**config.mk**
```make
export PLATFORM = sky130hd
export DESIGN_NAME = instr_fetch_unit_flat
export DESIGN_NICKNAME = d
export VERILOG_FILES = /design/src/rtl/instr_fetch_unit_if.sv /design/src/rtl/instr_fetch_unit.sv /design/src/flat_wrapper.sv
export SDC_FILE = /design/constraint.sdc
export NUM_CORES = 1
export LEC_CHECK = 0
export CAP_MARGIN = 20
export CORE_MARGIN = 3
export CORE_UTILIZATION = 30
export DETAILED_ROUTE_END_ITERATION = 16
export PLACE_DENSITY = 0.64
export SYNTH_ARGS = -nofsm -noshare
export SYNTH_HDL_FRONTEND = slang
export SYNTH_SLANG_ARGS = --single-unit
```
**constraint.sdc**
```tcl
create_clock -name clk -period 1.82 [get_ports clk]
set_clock_uncertainty 0.05 [all_clocks]
set_input_delay 0.182 -clock clk [delete_from_list [all_inputs] [get_ports clk]]
set_output_delay 0.182 -clock clk [all_outputs]
set_load 0.02 [all_outputs]
```
**src/rtl/instr_fetch_unit_if.sv**
```systemverilog
// ROM fetch bus between the nibble ROM, the fetch stage and the decoder.
// slave: inputs are cycle/romData/pcHighIn/jumpCond, outputs are the latched instruction and pc controls.
interface instr_fetch_unit_if;
  logic [2:0]  cycle;
  logic [3:0]  romData;
  logic [3:0]  pcHighIn;
  logic        jumpCond;
  logic [3:0]  opr;
  logic [3:0]  opa;
  logic [7:0]  operand8;
  logic        twoWord;
  logic        secondFrame;
  logic        instrValid;
  logic        pcLoad;
  logic [11:0] pcNew;
  logic        stackPush;

  modport slave (
    input  cycle,
    input  romData,
    input  pcHighIn,
    input  jumpCond,
    output opr,
    output opa,
    output operand8,
    output twoWord,
    output secondFrame,
    output instrValid,
    output pcLoad,
    output pcNew,
    output stackPush
  );

  modport master (
    output cycle,
    output romData,
    output pcHighIn,
    output jumpCond,
    input  opr,
    input  opa,
    input  operand8,
    input  twoWord,
    input  secondFrame,
    input  instrValid,
    input  pcLoad,
    input  pcNew,
    input  stackPush
  );
endinterface

```
**src/rtl/instr_fetch_unit.sv**
```systemverilog
// Instruction fetch/latch: captures OPR/OPA per frame, assembles two-word ops.
// Ports: clk, rstN (async low), bus (slave: ROM in, latched instr + pc control out).
module instr_fetch_unit #(
  parameter int unsigned M1_CYCLE = 3,
  parameter int unsigned M2_CYCLE = 4
) (
  input  logic               clk,
  input  logic               rstN,
  instr_fetch_unit_if.slave  bus
);

  localparam logic [2:0] LP_M1  = 3'(M1_CYCLE);
  localparam logic [2:0] LP_M2  = 3'(M2_CYCLE);
  localparam logic [2:0] LP_JMP = 3'd6;
  localparam logic [2:0] LP_END = 3'd7;

  typedef enum logic {
    FETCH1 = 1'b0,
    FETCH2 = 1'b1
  } state_t;

  state_t      r_state;
  state_t      w_state_nxt;

  logic [3:0]  r_opr;
  logic [3:0]  r_opa;
  logic [7:0]  r_op8;
  logic        r_two;
  logic        r_valid;
  logic        r_ld;
  logic        r_push;
  logic [11:0] r_pcnew;

  logic        w_m1;
  logic        w_m2;
  logic        w_jmp;
  logic        w_end;
  logic        w_two;
  logic        w_jun;
  logic        w_jms;
  logic        w_cnd;
  logic        w_ld;
  logic        w_push;
  logic [11:0] w_tgt;

  assign w_m1  = (bus.cycle == LP_M1);
  assign w_m2  = (bus.cycle == LP_M2);
  assign w_jmp = (bus.cycle == LP_JMP);
  assign w_end = (bus.cycle == LP_END);

  // OPA is still on the bus at M2, so FIM/SRC split uses romData[0].
  assign w_two = (r_opr == 4'h1) |
                 ((r_opr == 4'h2) & ~bus.romData[0]) |
                 (r_opr == 4'h4) |
                 (r_opr == 4'h5) |
                 (r_opr == 4'h7);

  assign w_jun = (r_opr == 4'h4);
  assign w_jms = (r_opr == 4'h5);
  assign w_cnd = (r_opr == 4'h1) | (r_opr == 4'h7);

  always_ff @(posedge clk or negedge rstN) begin
    if (!rstN) r_state <= FETCH1;
    else       r_state <= w_state_nxt;
  end

  always_comb begin
    w_state_nxt = r_state;
    w_ld        = 1'b0;
    w_push      = 1'b0;
    w_tgt       = r_pcnew;
    unique case (r_state)
      FETCH1: begin
        if (w_end && r_two) w_state_nxt = FETCH2;
      end
      FETCH2: begin
        if (w_end) w_state_nxt = FETCH1;
        if (w_jmp) begin
          unique case (1'b1)
            w_jun: begin
              w_ld  = 1'b1;
              w_tgt = {r_opa, r_op8};
            end
            w_jms: begin
              w_ld   = 1'b1;
              w_push = 1'b1;
              w_tgt  = {r_opa, r_op8};
            end
            w_cnd: begin
              w_ld  = bus.jumpCond;
              w_tgt = {bus.pcHighIn, r_op8};
            end
            default: ;
          endcase
        end
      end
      default: w_state_nxt = FETCH1;
    endcase
  end

  always_ff @(posedge clk or negedge rstN) begin
    if (!rstN) begin
      r_opr   <= '0;
      r_opa   <= '0;
      r_op8   <= '0;
      r_two   <= 1'b0;
      r_valid <= 1'b0;
      r_ld    <= 1'b0;
      r_push  <= 1'b0;
      r_pcnew <= '0;
    end else begin
      r_valid <= 1'b0;
      r_ld    <= w_ld;
      r_push  <= w_push;
      if (w_ld) r_pcnew <= w_tgt;
      if (r_state == FETCH1) begin
        if (w_m1) r_opr <= bus.romData;
        if (w_m2) begin
          r_opa   <= bus.romData;
          r_op8   <= '0;
          r_two   <= w_two;
          r_valid <= ~w_two;
        end
      end else begin
        if (w_m1) r_op8[7:4] <= bus.romData;
        if (w_m2) begin
          r_op8[3:0] <= bus.romData;
          r_valid    <= 1'b1;
        end
      end
    end
  end

  assign bus.opr         = r_opr;
  assign bus.opa         = r_opa;
  assign bus.operand8    = r_op8;
  assign bus.twoWord     = r_two;
  assign bus.secondFrame = (r_state == FETCH2);
  assign bus.instrValid  = r_valid;
  assign bus.pcLoad      = r_ld;
  assign bus.pcNew       = r_pcnew;
  assign bus.stackPush   = r_push;

endmodule

```
**src/flat_wrapper.sv**
```systemverilog
// flat-port wrapper written by rule: the top's interface ports become plain ports
module instr_fetch_unit_flat 
#(
  parameter int unsigned M1_CYCLE = 3,
  parameter int unsigned M2_CYCLE = 4
)
  (clk, rstN, bus_cycle, bus_romData, bus_pcHighIn, bus_jumpCond, bus_opr, bus_opa, bus_operand8, bus_twoWord, bus_secondFrame, bus_instrValid, bus_pcLoad, bus_pcNew, bus_stackPush);
  instr_fetch_unit_if bus_i ();
  input  logic clk;
  input  logic rstN;
  input wire logic [$bits(bus_i.cycle)-1:0] bus_cycle;
  input wire logic [$bits(bus_i.romData)-1:0] bus_romData;
  input wire logic [$bits(bus_i.pcHighIn)-1:0] bus_pcHighIn;
  input wire logic [$bits(bus_i.jumpCond)-1:0] bus_jumpCond;
  output wire logic [$bits(bus_i.opr)-1:0] bus_opr;
  output wire logic [$bits(bus_i.opa)-1:0] bus_opa;
  output wire logic [$bits(bus_i.operand8)-1:0] bus_operand8;
  output wire logic [$bits(bus_i.twoWord)-1:0] bus_twoWord;
  output wire logic [$bits(bus_i.secondFrame)-1:0] bus_secondFrame;
  output wire logic [$bits(bus_i.instrValid)-1:0] bus_instrValid;
  output wire logic [$bits(bus_i.pcLoad)-1:0] bus_pcLoad;
  output wire logic [$bits(bus_i.pcNew)-1:0] bus_pcNew;
  output wire logic [$bits(bus_i.stackPush)-1:0] bus_stackPush;
  assign bus_i.cycle = bus_cycle;
  assign bus_i.romData = bus_romData;
  assign bus_i.pcHighIn = bus_pcHighIn;
  assign bus_i.jumpCond = bus_jumpCond;
  assign bus_opr = bus_i.opr;
  assign bus_opa = bus_i.opa;
  assign bus_operand8 = bus_i.operand8;
  assign bus_twoWord = bus_i.twoWord;
  assign bus_secondFrame = bus_i.secondFrame;
  assign bus_instrValid = bus_i.instrValid;
  assign bus_pcLoad = bus_i.pcLoad;
  assign bus_pcNew = bus_i.pcNew;
  assign bus_stackPush = bus_i.stackPush;
  instr_fetch_unit #(.M1_CYCLE(M1_CYCLE), .M2_CYCLE(M2_CYCLE)) u_core (.clk(clk), .rstN(rstN), .bus(bus_i));
endmodule
```
== Word-level counts from Yosys, hierarchy flattened ==
Index checks and enable logic that the tools add are counted.

* Register bits: 33
* Output and inout bits: 33
* Bits of input ports: 14
* Logic and storage cells: 54

* Muxes and demuxes: 17
* Bitwise logic cells: 9
* Reduce and logical (&&, ||, !) cells: 8
* Equality and inequality tests: 10

{| class="wikitable"
|+ Operators with widths
! cell !! count
|-
| one-hot mux 12 bit (2 select lines) || 1
|-
| 2-to-1 mux 8 bit || 2
|-
| equality test 4 x 3 -> 1 bit (second input constant) || 3
|-
| 2-to-1 mux 1 bit || 10
|-
| equality test 3 bit (second input constant) || 3
|-
| 2-to-1 mux 4 bit || 2
|-
| AND reduction 2 bit || 3
|-
| OR 1 bit || 5
|-
| equality test 4 x 1 -> 1 bit (second input constant) || 1
|-
| equality test 4 x 2 -> 1 bit (second input constant) || 1
|-
| one-hot mux 1 bit (2 select lines) || 2
|-
| AND reduction 4 bit || 1
|-
| nonzero test 2 bit || 2
|-
| equality test 3 x 2 -> 1 bit (second input constant) || 1
|-
| NOT 1 bit || 3
|-
| != test 2 bit (second input constant) || 1
|-
| OR reduction 2 bit || 1
|-
| bitwise AND 1 bit || 1
|-
| logical AND 1 bit || 1
|}

== Depth between registers and ports, before layout ==
* Depth in word-level cells: 9
* Depth in mapped cells: 5
* Depth with buffers taken out: 4

== Worst setup path after synthesis ==
No wires, ideal clock.

* Path type: reg-to-reg
* Start: register u_core.r_opr[1], in the netlist u_core.bus.opr[1]
* End: register u_core.r_pcnew[0], in the netlist u_core.bus.pcNew[0]
* Stages on the path, launching flop included: 6
* Setup time: 0.125 ns
* Data required time: 1.645 ns
* Buffers on the path: 1
* Period minus slack after synthesis: 1.825 ns
* Arrival time: 1.650 ns
* Slack: -0.005 ns
* Cell sequence: dfrtp_1 and2b_1 a21oi_1 a2111o_1 buf_6 mux2_4

* Longest elaborated chain between the ends: 6
* Elaborated cells between the ends (all ways): 11
* Those cells by class: 4 x eq/ne; 3 x mux; 1 x bitwise; 3 x reduce/logical

{| class="wikitable"
|+ Ends and longest elaborated chain
! what !! RTL line !! text
|-
| start: declaration || instr_fetch_unit.sv:25 || <nowiki>logic [3:0] r_opr;</nowiki>
|-
| start signal: assignment || instr_fetch_unit.sv:117 || <nowiki>if (w_m1) r_opr <= bus.romData;</nowiki>
|-
| equality test 4 x 1 -> 1 bit, or another cell as far along || instr_fetch_unit.sv:60 || <nowiki>assign w_cnd = (r_opr == 4'h1) | (r_opr == 4'h7);</nowiki>
|-
| OR 1 bit or OR reduction 2 bit (tied branches) || -- ||
|-
| one-hot mux 1 bit (2 select lines) || instr_fetch_unit.sv:79 || <nowiki>unique case (1'b1)</nowiki>
|-
| 2-to-1 mux 1 bit || instr_fetch_unit.sv:78 || <nowiki>if (w_jmp) begin</nowiki>
|-
| 2-to-1 mux 1 bit || instr_fetch_unit.sv:72 || <nowiki>unique case (r_state)</nowiki>
|-
| AND reduction 4 bit (no line) * || -- ||
|-
| end signal: assignment || instr_fetch_unit.sv:115 || <nowiki>if (w_ld) r_pcnew <= w_tgt;</nowiki>
|-
| end: declaration || instr_fetch_unit.sv:32 || <nowiki>logic [11:0] r_pcnew;</nowiki>
|}

Mark *: on every way between the ends. The rest lies on a longest branch, timed or not.
A chain may end at the register's enable or synchronous reset.

== Final worst setup path ==
Ends and elaborated chain as after synthesis.

==> impl_metrics.py <==
metrics = {
    "worst_setup_path": {
        "critPathMaxFanout": 8,
        "critical_path.top_delay_family": "compound AO/OA/AOI/OAI gates",
        "slowest_delay_ps": 400,
        "ff2ff_setup_slack_ps": 90,
        "path_cells": "or2b_1 > a21oi_1 > a2111o_1 > buf_4 > mux2_4",
        "critical_path_arrival_ps": 1840,
        "r2r-start": "u_core.bus.opr[1]",
        "end_kind": "flop",
        "cp-start-kind": "flop",
        "r2r_cells": 5,
        "crit_type": "reg2reg",
        "crit_required_ps": 1940,
        "slowest_stage": "dfrtp_1",
        "reg2reg_to": "u_core.bus.pcNew[0]",
        "crit_buf_inv": 1,
    },
    "routing": {
        "avgRoutedWirePerCell_um": 15.3,
        "vias_per_cell": 4.84,
        "dr.pass1.iters": 3,
        "wl_mm": 3.39,
        "drc": 0,
        "ant_nets": 0,
        "drt_iter0_drc": 44,
        "vias": 1075,
    },
    "sta": {
        "rsz0062_at_grt": "no",
        "timing.fmax_ghz": 0.580,
        "timing.hold.ws_ps": 246,
        "hold_viol": 0,
        "setup-violations-final": 0,
        "period_minus_slack_ps": 1730,
        "timing.final.crit_share_pct": 94.8,
        "drv_slew": 0,
        "slew_headroom_pct": 72.7,
        "fin_setup_tns_ps": 0,
        "tightest_slew_ps": 410,
    },
    "cts": {
        "numCtsBuffers": 5,
        "clock_latency_ps": 280,
        "cts_buffer_depth": 2,
        "clk_pin_slew_ps": 70,
        "cts_tree": "yes",
        "ctsHtreeMaxLevel": 2,
        "cts_root_buf": "clkbuf_8",
        "cts_num_sinks": 33,
    },
    "logic_synthesis": {
        "synth-simple-area-share_pct": 10.4,
        "synth-seq-cells": 33,
        "synth_mux_area_share_pct": 22.0,
        "synth.area.top_cells": "dfrtp_1 58%, mux2_2 13%, mux2_4 9.4%, nand2_1 2.6%, a21oi_1 2.4%",
        "synthDominantCellAreaShare_pct": 57.6,
        "syn_nets": 125,
        "netlist_area_um2": 1430,
        "synth_top_family_by_area": "multiplexers",
        "synth_xor_area_share_pct": 0,
        "async_flop_share_pct": 100,
        "synth_compound_area_share_pct": 7.07,
        "yosys-top-cells-count": "33 x dfrtp_1, 16 x mux2_2, 10 x nand2_1",
        "synthCells": 111,
        "avgSynthCellArea_um2": 12.9,
        "yosysMostFrequentCell": "dfrtp_1",
        "yosys_warnings": 0,
        "seq_area_frac_synth_pct": 57.6,
        "synth-edff-count": 0,
        "synth_largest_area_cell": "dfrtp_1",
        "ys.flop_type": "dfrtp_1",
        "synth_cell_types": 26,
        "synthAdderAreaFrac_pct": 0,
    },
    "floorplan": {
        "die_h_um": 75.1,
        "io_pins": 47,
        "coreArea_um2": 4470,
        "rows": 24,
        "die_w_um": 75.1,
        "start_util_pct": 32.0,
        "dieArea_um2": 5640,
    },
    "place": {
        "gp_congestion": 0.789,
        "hpwl_mm": 2.60,
        "numPlacedInstances": 213,
        "port_buffers": 46,
    },
    "global_routing": {
        "antenna_found_initial": 0,
        "grt_pass1_wl_mm": 5.15,
        "grt_start_max_net_pins": 34,
        "grt_util_all_layers_pct": 12.7,
        "first_global_vias": 1043,
        "overflow": 0,
    },
    "worst_hold_path": {
        "min_path_type": "in2async",
    },
    "final_layout": {
        "antenna_cells": 0,
        "area_growth_pct": 48.2,
        "finalNonFillerCells": 222,
        "layout.nets": 183,
        "fillers": 390,
        "layout-drive-gt1-share_pct": 25.9,
    },
    "power": {
        "leakagePower_nw": 0.954,
        "p_per_area_nw_per_um2": 1320,
        "ir_drop_uv": 445,
    },
    "flow_run": {
        "maxCapViolCount": 0,
    },
    "outcome": {
        "status": "complete, no violations",
    },
}
-- flip-flops by register name, summed over array words and instances, names as in the netlist --
name / cells
u_core.bus.instrValid: 1
u_core.bus.opa: 4
u_core.bus.operand8: 8
u_core.bus.opr: 4
u_core.bus.pcLoad: 1
u_core.bus.pcNew: 12
u_core.bus.secondFrame: 1
u_core.bus.stackPush: 1
u_core.bus.twoWord: 1
-- area by class of cell --
type	count	area [um^2]	share of cell area, %
clock buffer	7	86.3	4.07
clock inverter	1	30.0	1.41
inverter	4	15.0	0.707
multi-input combinational	69	566	26.6
sequential	33	826	38.9
tap	52	65.1	3.06
timing repair buffer	56	536	25.2
-- layer usage --
| metal | share of wire (%) | GRT usage (%) | wire, um | vias up |
|---|---|---|---|---|
| li1 | - | - | - | 509 |
| met1 | 45 | 15.4 | 1520 | 526 |
| met2 | 49 | 20.3 | 1650 | 36 |
| met3 | 5.2 | 4.01 | 178 | 4 |
| met4 | 1.2 | 6.13 | 41 | 0 |
| met5 | 0 | 0 | 0 | - |
-- where the power goes --
part	internal, mW	switching (mW)
clock network	0.446	0.259
registers	0.901	0.135
logic	0.557	0.502
total	1.90	0.896
-- cells in the final DEF, fill, tap and decap left out, types with 2 or more instances in the layout --
cell / n
clkdlybuf4s50_1: 46
nor2_1: 4
o21ai_0: 4
mux2_2: 16
inv_1: 4
mux2_4: 9
nand4b_1: 2
o22ai_1: 3
nand2_1: 10
a21oi_1: 7
clkbuf_8: 6
dfrtp_1: 33
buf_4: 10
-- worst max-delay path by stage --
stage / from / to / cells past startpoint
6_report: u_core.bus.opr[1] / u_core.bus.pcNew[0] / 5
3_3_place_gp: bus_cycle[0] / u_core.bus.pcNew[1] / 5
2_1_floorplan: u_core.bus.opr[1] / u_core.bus.pcNew[0] / 5
5_1_grt: u_core.bus.opr[1] / u_core.bus.pcNew[7] / 5
3_5_place_dp: bus_cycle[0] / u_core.bus.pcNew[4] / 5
4_1_cts: u_core.bus.opr[1] / u_core.bus.pcNew[0] / 5
-- per-stage QoR --
stage | setup WS, ps | area, um^2 | power [mW] | util [%]
final | 94.4 | 2120 | 2.80 | 47.5
after CTS | 69.0 | 2120 | 2.83 | 47.3
after global placement | -112 | 2000 | 2.09 | 44.7
after detailed placement | -160 | 2000 | 2.11 | 44.7
after floorplan | 34.8 | 1430 | 1.60 | -
after global routing | 17.6 | 2120 | 2.95 | 47.5
-- logic make-up (layout without fill, tap and decap cells) --
family / after synthesis / in the layout
buf+inv: 9 / 68
mux: 25 / 25
flops: 33 / 33
simple gates: 27 / 27
compound gates: 17 / 17
-- repair_timing --
action / in CTS / in global routing
hold buffers: 0 / 0
setup buffers: 0 / 1
hold endpoints to repair: 0 / 0
setup endpoints to repair: 0 / 6
resized for setup: 0 / 0
Note: power is estimated with default switching activity, not from simulation.
